===== config.mk =====
export PLATFORM = sky130hd
export DESIGN_NAME = mem_bus_arbiter
export DESIGN_NICKNAME = d
export VERILOG_FILES = /design/src/rtl/mem_bus_arbiter.sv
export SDC_FILE = /design/constraint.sdc
export NUM_CORES = 1
export LEC_CHECK = 0
export CORE_ASPECT_RATIO = 2
export CORE_MARGIN = 8
export CORE_UTILIZATION = 35
export DETAILED_ROUTE_END_ITERATION = 10
export GPL_ROUTABILITY_DRIVEN = 0
export MAX_ROUTING_LAYER = met4
export PLACE_DENSITY = 0.8
export SKIP_CTS_REPAIR_TIMING = 1
export SYNTH_ARGS = -nofsm -noshare
export SYNTH_HDL_FRONTEND = slang
export SYNTH_SLANG_ARGS = --single-unit

===== constraint.sdc =====
create_clock -name clk -period 1.9 [get_ports clk]
set_clock_uncertainty 0.2 [all_clocks]
set_input_delay 0.38 -clock clk [delete_from_list [all_inputs] [get_ports clk]]
set_output_delay 0.38 -clock clk [all_outputs]
set_load 0.01 [all_outputs]

===== src/rtl/mem_bus_arbiter.sv =====
// Shares one fixed-latency memory bus between the instruction-fetch port (F) and the
// load/store port (D). Arbitration is round-robin, or D-first when DATA_PRIORITY is set.
module mem_bus_arbiter #(
    parameter int unsigned MEM_LATENCY   = 1,
    parameter int unsigned DATA_PRIORITY = 0
) (
    input  logic        clk,
    input  logic        reset,
    input  logic        f_req,
    input  logic [31:0] f_addr,
    output logic        f_ack,
    output logic [31:0] f_rdata,
    input  logic        d_req,
    input  logic [31:0] d_addr,
    input  logic        d_wr_en,
    input  logic [31:0] d_wr_data,
    input  logic [2:0]  d_wr_length,
    output logic        d_ack,
    output logic [31:0] d_rdata,
    output logic [31:0] bus_address,
    output logic [31:0] bus_wr_data,
    input  logic [31:0] bus_read_data,
    output logic [2:0]  bus_write_length,
    output logic        bus_wr_enable,
    output logic        bus_valid,
    output logic        busy
);

    localparam int unsigned      CNT_W    = $clog2(MEM_LATENCY + 1);
    localparam logic [CNT_W-1:0] CNT_LOAD = CNT_W'(MEM_LATENCY - 1);
    localparam logic             PRI_D    = (DATA_PRIORITY != 0);

    typedef enum logic [1:0] {
        S_IDLE   = 2'd0,
        S_ACCESS = 2'd1,
        S_RESP   = 2'd2
    } state_t;

    state_t           r_state;
    logic [CNT_W-1:0] r_cnt;
    logic             r_owner_d;
    logic             r_last_d;
    logic             r_store;

    logic             w_any_req;
    logic             w_grant_d;

    // D wins when alone, when it has fixed priority, or when F was granted last
    assign w_any_req = f_req | d_req;
    assign w_grant_d = d_req & (~f_req | PRI_D | ~r_last_d);

    always_ff @(posedge clk or negedge reset) begin
        if (!reset) begin
            r_state          <= S_IDLE;
            r_cnt            <= '0;
            r_owner_d        <= 1'b0;
            r_last_d         <= 1'b1;
            r_store          <= 1'b0;
            f_ack            <= 1'b0;
            f_rdata          <= '0;
            d_ack            <= 1'b0;
            d_rdata          <= '0;
            bus_address      <= '0;
            bus_wr_data      <= '0;
            bus_write_length <= '0;
            bus_wr_enable    <= 1'b0;
            bus_valid        <= 1'b0;
            busy             <= 1'b0;
        end else begin
            case (r_state)
                S_IDLE: begin
                    if (w_any_req) begin
                        r_state       <= S_ACCESS;
                        r_cnt         <= CNT_LOAD;
                        r_owner_d     <= w_grant_d;
                        r_last_d      <= w_grant_d;
                        r_store       <= w_grant_d & d_wr_en;
                        bus_address   <= w_grant_d ? d_addr : f_addr;
                        if (w_grant_d) begin
                            bus_wr_data      <= d_wr_data;
                            bus_write_length <= d_wr_length;
                        end
                        bus_wr_enable <= w_grant_d & d_wr_en;
                        bus_valid     <= 1'b1;
                        busy          <= 1'b1;
                    end
                end
                S_ACCESS: begin
                    // write strobe only on the first access cycle
                    bus_wr_enable <= 1'b0;
                    if (r_cnt == '0) begin
                        r_state   <= S_RESP;
                        bus_valid <= 1'b0;
                        if (r_owner_d) begin
                            d_ack <= 1'b1;
                            if (!r_store) begin
                                d_rdata <= bus_read_data;
                            end
                        end else begin
                            f_ack   <= 1'b1;
                            f_rdata <= bus_read_data;
                        end
                    end else begin
                        r_cnt <= r_cnt - CNT_W'(1);
                    end
                end
                S_RESP: begin
                    f_ack   <= 1'b0;
                    d_ack   <= 1'b0;
                    busy    <= 1'b0;
                    r_state <= S_IDLE;
                end
                default: begin
                    r_state       <= S_IDLE;
                    bus_valid     <= 1'b0;
                    bus_wr_enable <= 1'b0;
                    busy          <= 1'b0;
                end
            endcase
        end
    end

endmodule


-- After elaboration in Yosys (flattened, before gate mapping)
Cells that the tools add are included.
- logic and storage cells: 66
- input port bits: 136
- memories: 0
- flip-flop bits (word level): 142
- bits in read-only memories: 0
- memory bits (writable): 0
- bits in latches: 0
- div/mod/pow operators: 0
- multipliers: 0
- bitwise operators: 11
- $lt $le $gt $ge: 0
- shift-type cells: 0
- eq/ne operators: 6
- add/sub/neg operators: 1
- multiplexer cells: 19
- reduce and logical (&&, ||, !) cells: 14
- operator list (cell ; number):
    two-way mux 32 bit ; 1
    AND reduction 3 bit ; 5
    case mux 1 bit (2 select lines) ; 5
    AND reduction 2 bit ; 5
    two-way mux 1 bit ; 9
    inequality test 2 bit (second input constant) ; 4
    NOT 1 bit ; 7
    two-way mux 2 bit ; 2
    case mux 2 bit (2 select lines) ; 1
    AND reduction 4 bit ; 1
    nonzero test 2 bit ; 2
    case mux 1 bit (3 select lines) ; 1
    AND 1 bit ; 2
    == test 2 x 1 -> 1 bit (second input constant) ; 1
    == test 2 bit (second input constant) ; 1
    logical NOT 2 bit ; 1
    bitwise OR 1 bit ; 2
    subtractor 1 bit (second input constant) ; 1

-- Logic depth before layout (Yosys ltp)
Gate-level depths: netlist (run 1).
- depth after elaboration: 6
- depth in mapped cells: 6

-- Worst setup path after synthesis (run 1)
No wires, ideal clock.
- path type: reg-to-reg
- from: register r_state[0]
- to: register d_rdata[13]
- setup slack: 0.199 ns
- path buffers: 2
- library setup time: 0.125 ns
- clock period less this slack: 1.701 ns
- required time: 1.575 ns
- arrival: 1.376 ns
- cell stages (with the launch flop): 6
- cells stage by stage: dfrtp_1 -> buf_4 -> nor2b_4 -> nor3b_4 -> buf_6 -> mux2_2
- word-level cells in the longest chain between the ends: 2
- ends and longest elaborated chain (item ; RTL line ; source):
    from (decl) ; 39 ; state_t r_state;
    from (signal assigned) ; 54 ; r_state <= S_IDLE;
    from (signal assigned) ; 73 ; r_state <= S_ACCESS;
    from (signal assigned) ; 92 ; r_state <= S_RESP;
    == test 2 x 1 -> 1 bit ; 70 ; case (r_state)
    AND reduction 4 bit (no line) ; n/a ;
    to (signal assigned) ; 97 ; d_rdata <= bus_read_data;
    to (decl) ; 19 ; output logic [31:0] d_rdata,
No other way between the ends.
A chain may end at the register's enable or synchronous reset.

-- Worst setup path after layout (run 1)
- from: register r_state[0]
- to: register bus_address[10]
- word-level cells in the longest chain between the ends: 2
- ends and longest elaborated chain (item ; RTL line ; source):
    logical NOT 2 bit ; 70 ;
    AND reduction 2 bit (no line) ; n/a ;
    to (signal assigned) ; 78 ; bus_address <= w_grant_d ? d_addr : f_addr;
    to (decl) ; 20 ; output logic [31:0] bus_address,
No other way between the ends.

==> flow_summary.json, run 1 <==
{
  "hold_ws_ns": 0.2320,
  "syn_area_per_cell_um2": 13.41,
  "synth_seq_area_share": 0.6210,
  "max_freq_mhz": 555.5,
  "synthTopCellsByArea": "dfrtp_1 (62%), mux2_2 (13%), mux2_4 (5.3%), nand2_1 (4.4%), a31oi_1 (3.5%)",
  "io_pins": 272,
  "root_buffer": "clkbuf_16",
  "power_frac_clock": 0.200,
  "switchingPower_mw": 5.378,
  "synth.top_cell.area_share": 0.6163,
  "drv_slew": 0,
  "placedCellCount": 894,
  "diodes": 0,
  "drtPass1Iterations": 4,
  "clk_pin_slew_ns": 0.07,
  "min_period_over_period": 0.9475,
  "swShare": 0.3382,
  "mappedNetlistArea_um2": 5684,
  "route.vias.total": 4511,
  "r2r-end": "bus_address[10]$_DFFE_PN0P_",
  "criticalPathCategory": "register to register",
  "layout.nets": 846,
  "fp.dieH_um": 196.2,
  "synth_cells": 424,
  "area_growth_syn_to_layout_pct": 70.35,
  "async_reset_ff_frac": 1.000,
  "fin_crit_ns": 1.800,
  "synthFlopType": "dfrtp_1",
  "cp.arrival_ns": 1.93,
  "grt_pass1_vias": 5030,
  "synth_edf_count": 0,
  "seq_power_share": 0.342,
  "drive_above_1_share": 0.2075,
  "fin_cells": 927,
  "hpwl_mm": 13.75,
  "clock_latency_ns": 0.41,
  "grt_pass1_wl_mm": 27.88,
  "clk_path_buf_depth": 2,
  "cts_max_level": 4,
  "r2r-start": "r_state[0]$_DFFE_PN0N_",
  "hold_violations": 0,
  "rows": 66,
  "cts_tree": "built",
  "synth-seq-cells": 141,
  "rsz0062_at_grt": "no",
  "antenna_left": 0,
  "avgViaCountPerCell": 4.866,
  "setup_viol": 0,
  "cts_sinks": 141,
  "hold_path.class": "input pin to async pin",
  "dieArea_um2": 20820,
  "antenna_found_initial": 0,
  "wl_per_cell_um": 19.39,
  "yosys.area.top_type": "dfrtp_1",
  "grt_max_degree": 43,
  "drc_errors": 0,
  "overflow": 0,
  "power.density_nw_per_um2": 1642,
  "wl_mm": 17.98,
  "final.fill_count": 1295,
  "p_comb_frac": 0.458,
  "port_buffers": 271,
  "synth_common_cells": "dfrtp_1 (140), nand2_1 (67), mux2_2 (66), a21oi_1 (35), a31oi_1 (32)",
  "relSlewSlack": 0.7624,
  "tightest_slew_ns": 0.3564,
  "maxCapViolCount": 0,
  "end_kind": "register",
  "crit_fanout": 31,
  "first_iter_violations": 123,
  "crit_path_start_kind": "register",
  "p_leak_nw": 5.198,
  "die_w_um": 106.1,
  "r2r_cells": 5,
  "synth_nets": 560,
  "yosys_warnings": 0,
  "reg2reg_slack_ns": 0.1,
  "peakVddDrop_mv": 0.7079,
  "yosysMostFrequentCell": "dfrtp_1",
  "start_util": 0.3530,
  "cts_made_buffers": 17,
  "status": "complete, no violations",
  "track_usage": 0.1760,
  "core_um2": 16100,
  "p_int_mw": 10.52,
  "yosys.cell_types.count": 26,
  "critPathRequiredTime_ns": 2.02
}
-- through the flow --
stage	power [mW]	util	area, um2	worst slack (ns)	TNS, ns
6_report	15.90	0.6013	9683	0.09972	0
2_1_floorplan	8.874	-	5684	0.1990	0
4_1_cts	16.54	0.5796	9333	-0.1121	-3.722
3_5_place_dp	13.28	0.5443	8765	-0.2420	-13.02
5_1_grt	16.85	0.6013	9683	0.002636	0
3_3_place_gp	13.03	0.5443	8765	-0.2011	-12.17
-- placed cells by master, fill, tap and decap left out, types with 10 or more instances in the layout --
cell type,Yosys,final
clkbuf_16,0,17
buf_4,1,12
clkdlybuf4s50_1,0,134
dlymetal6s2s_1,0,136
buf_12,0,10
mux2_1,13,13
mux2_2,66,66
nand2_1,67,67
mux2_4,20,20
a31oi_1,32,32
a21oi_1,35,35
dfrtp_1,140,140
-- power by group through the flow --
stage                     Combinational [mW]  Clock (mW)  Sequential (mW)
after floorplan                         2.80           0             6.07
after global placement                  7.56           0             5.47
after detailed placement                7.72           0             5.56
after CTS                               7.75        3.27             5.52
after global routing                    7.82        3.40             5.63
final                                   7.28        3.18             5.44
-- routing by layer --
metal | vias up | GRT usage | routed length [um]
met5 | - | - | 0
met4 | 0 | 0.04724 | 177
met3 | 20 | 0.07230 | 1689
met2 | 257 | 0.2663 | 8442
met1 | 2179 | 0.2118 | 7670
li1 | 2055 | - | -
-- state kept, by name, summed over array words and instances, names as in the netlist --
register and flops:
bus_address 32, bus_valid 1, bus_wr_data 32, bus_wr_enable 1, bus_write_length 3, busy 1
d_ack 1, d_rdata 32, f_ack 1, f_rdata 32, r_last_d 1, r_owner_d 1
r_state 2, r_store 1
-- cell families after synthesis --
logic type             after synthesis  share of synthesized area
AND/OR/NAND/NOR                     75                    0.05723
flip-flops                         141                     0.6210
buffers and inverters               32                    0.03478
AO/OA/AOI/OAI                       77                    0.07770
multiplexers                        99                     0.2093
-- final cells by class --
cell class,instances,area (um2),share of cell area
timing repair buffer,294,3354,0.3464
tap,204,255.2,0.02636
clock buffer,17,425.4,0.04393
clock inverter,15,142.6,0.01473
multi-input combinational,251,1957,0.2021
sequential,141,3530,0.3645
inverter,5,18.77,0.001938
-- worst max-delay path, stage by stage, from the launching register on --
cell	delay, ns
dfrtp_1	0.44
buf_4	0.17
nor2_2	0.23
buf_4	0.38
a21oi_1	0.12
a31oi_1	0.16
-- worst max path at each step --
stage                                       from                          end  slack [ns]  cells after the start
final                     r_state[0]$_DFFE_PN0N_  bus_address[10]$_DFFE_PN0P_         0.1                      5
after detailed placement                   d_req  bus_address[18]$_DFFE_PN0P_       -0.24                      7
after CTS                      f_ack$_DFFE_PN0P_                        f_ack       -0.11                      1
after floorplan           r_state[0]$_DFFE_PN0N_      d_rdata[13]$_DFFE_PN0P_        0.20                      5
after global placement                     d_req  bus_address[10]$_DFFE_PN0P_       -0.20                      7
after global routing      r_state[0]$_DFFE_PN0N_  bus_address[29]$_DFFE_PN0P_       0.003                      5
Power figures use the tool's default switching activity.
==> run 2: changes to the inputs <==
Settings changed: CORE_MARGIN 8 to 2, CORE_UTILIZATION 35 to 41, PLACE_DENSITY 0.8 to 0.78.
==> flow_summary.json, run 2 (synthesis results as in run 1) <==
{
  "multi_input_area_um2": 1957,
  "cp_cell_sequence": "clkdlybuf4s50_1",
  "wl_mm": 16.81,
  "tightest_slew_ns": 0.5977,
  "clk_pin_slew_ns": 0.06,
  "overflow": 0,
  "antenna_left": 0,
  "area_growth_syn_to_layout_pct": 67.64,
  "r2r-start": "r_state[1]$_DFFE_PN0N_",
  "port_buffers": 271,
  "die_w_um": 87.26,
  "hpwl_mm": 12.46,
  "wl_per_cell_um": 19.32,
  "status": "complete, no violations",
  "layout.nets": 838,
  "power.density_nw_per_um2": 1673,
  "peakVddDrop_mv": 0.8533,
  "setup_viol": 0,
  "critPathBufInv": 1,
  "track_usage": 0.2258,
  "rows": 60,
  "root_buffer": "clkbuf_16",
  "io_pins": 272,
  "drive_above_1_share": 0.1986,
  "max_freq_mhz": 536.7,
  "hold_path.class": "input pin to async pin",
  "cp-startpoint": "f_rdata[31]$_DFFE_PN0P_",
  "criticalPathCategory": "register to output port",
  "maxCapViolCount": 0,
  "cpPeakStageDelay_ns": 0.54,
  "fin_util": 0.7052,
  "crit_fanout": 2,
  "drtPass1Iterations": 4,
  "hold_ws_ns": 0.2079,
  "min_period_over_period": 0.9807,
  "seqCellArea_um2": 3530,
  "drc_errors": 0,
  "hold_violations": 0,
  "mostFrequentLayoutCells": "dfrtp_1 (140), clkdlybuf4s50_1 (138), dlymetal6s2s_1 (132)",
  "crit_path_start_kind": "register",
  "rsz0062_at_grt": "no",
  "fin_total_pwr_mw": 15.94,
  "grt_pass1_vias": 4819,
  "crit_family": "buffers and inverters",
  "route.vias.total": 4483,
  "grt_pass1_wl_mm": 24.98,
  "core_um2": 13510,
  "first_iter_violations": 127,
  "dieArea_um2": 14880,
  "critPathRequiredTime_ns": 1.32,
  "avgViaCountPerCell": 5.153,
  "cp.arrival_ns": 1.28,
  "p_leak_nw": 5.113,
  "fin_cells": 870,
  "clk_path_buf_depth": 2,
  "cts_sinks": 141,
  "antenna_found_initial": 0,
  "crit_path_top_delay_cell": "clkdlybuf4s50_1",
  "start_util": 0.4206,
  "placedCellCount": 837,
  "clock_latency_ns": 0.40,
  "cts_made_buffers": 17,
  "final_common_cell": "dfrtp_1",
  "final.fill_count": 952,
  "cts_max_level": 4,
  "diodes": 0,
  "relSlewSlack": 0.6015,
  "fp.dieH_um": 170.5,
  "drv_slew": 0,
  "grt_max_degree": 59,
  "fin_crit_ns": 1.863,
  "end_kind": "output port",
  "cts_tree": "built"
}
## run 2: layer usage
metal,vias to the layer above,part of all wire,GRT usage
met5,-,0,-
met4,0,0.048,0.09900
met3,43,0.052,0.04438
met2,206,0.58,0.4180
met1,2197,0.32,0.2200
li1,2037,-,-
## run 2: where the power goes
group | leakage (nW) | switching, mW | total (mW) | internal [mW]
Sequential | 1.65 | 0.835 | 5.40 | 4.57
Clock | 0.293 | 1.32 | 3.35 | 2.04
Combinational | 3.17 | 3.08 | 7.18 | 4.10
Total | 5.11 | 5.23 | 15.9 | 10.7
## run 2: path summary, 6_finish.rpt
path | end | slack [ns] | cells after the start
worst max-delay path | f_rdata[31] | 0.04 | 1
worst min-delay path | d_rdata[30]$_DFFE_PN0P_ | 0.21 | 2
worst max register to register | d_rdata[20]$_DFFE_PN0P_ | 0.12 | 4
worst min register to register | f_rdata[30]$_DFFE_PN0P_ | 0.28 | 1
max in group asynchronous | r_last_d$_DFFE_PN1P_ | 0.67 | 3
min in group clk | f_rdata[30]$_DFFE_PN0P_ | 0.28 | 1
## run 2: cell type report
type / count / area share
flip-flops and latches: 141 / 0.3704
repair buffers: 286 / 0.3381
multi-input cells: 251 / 0.2054
clock buffers: 19 / 0.04753
well taps: 155 / 0.02035
clock inverters: 13 / 0.01602
inverters: 5 / 0.002232
## run 2: stage by stage
step / setup WS, ns / area (um2) / setup TNS, ns
floorplan: 0.1990 / 5684 / 0
global placement: -0.1734 / 8581 / -8.700
detailed placement: -0.2937 / 8581 / -12.51
CTS: -0.07985 / 9186 / -1.552
global route: 0.0003121 / 9529 / 0
finish: 0.03661 / 9529 / 0
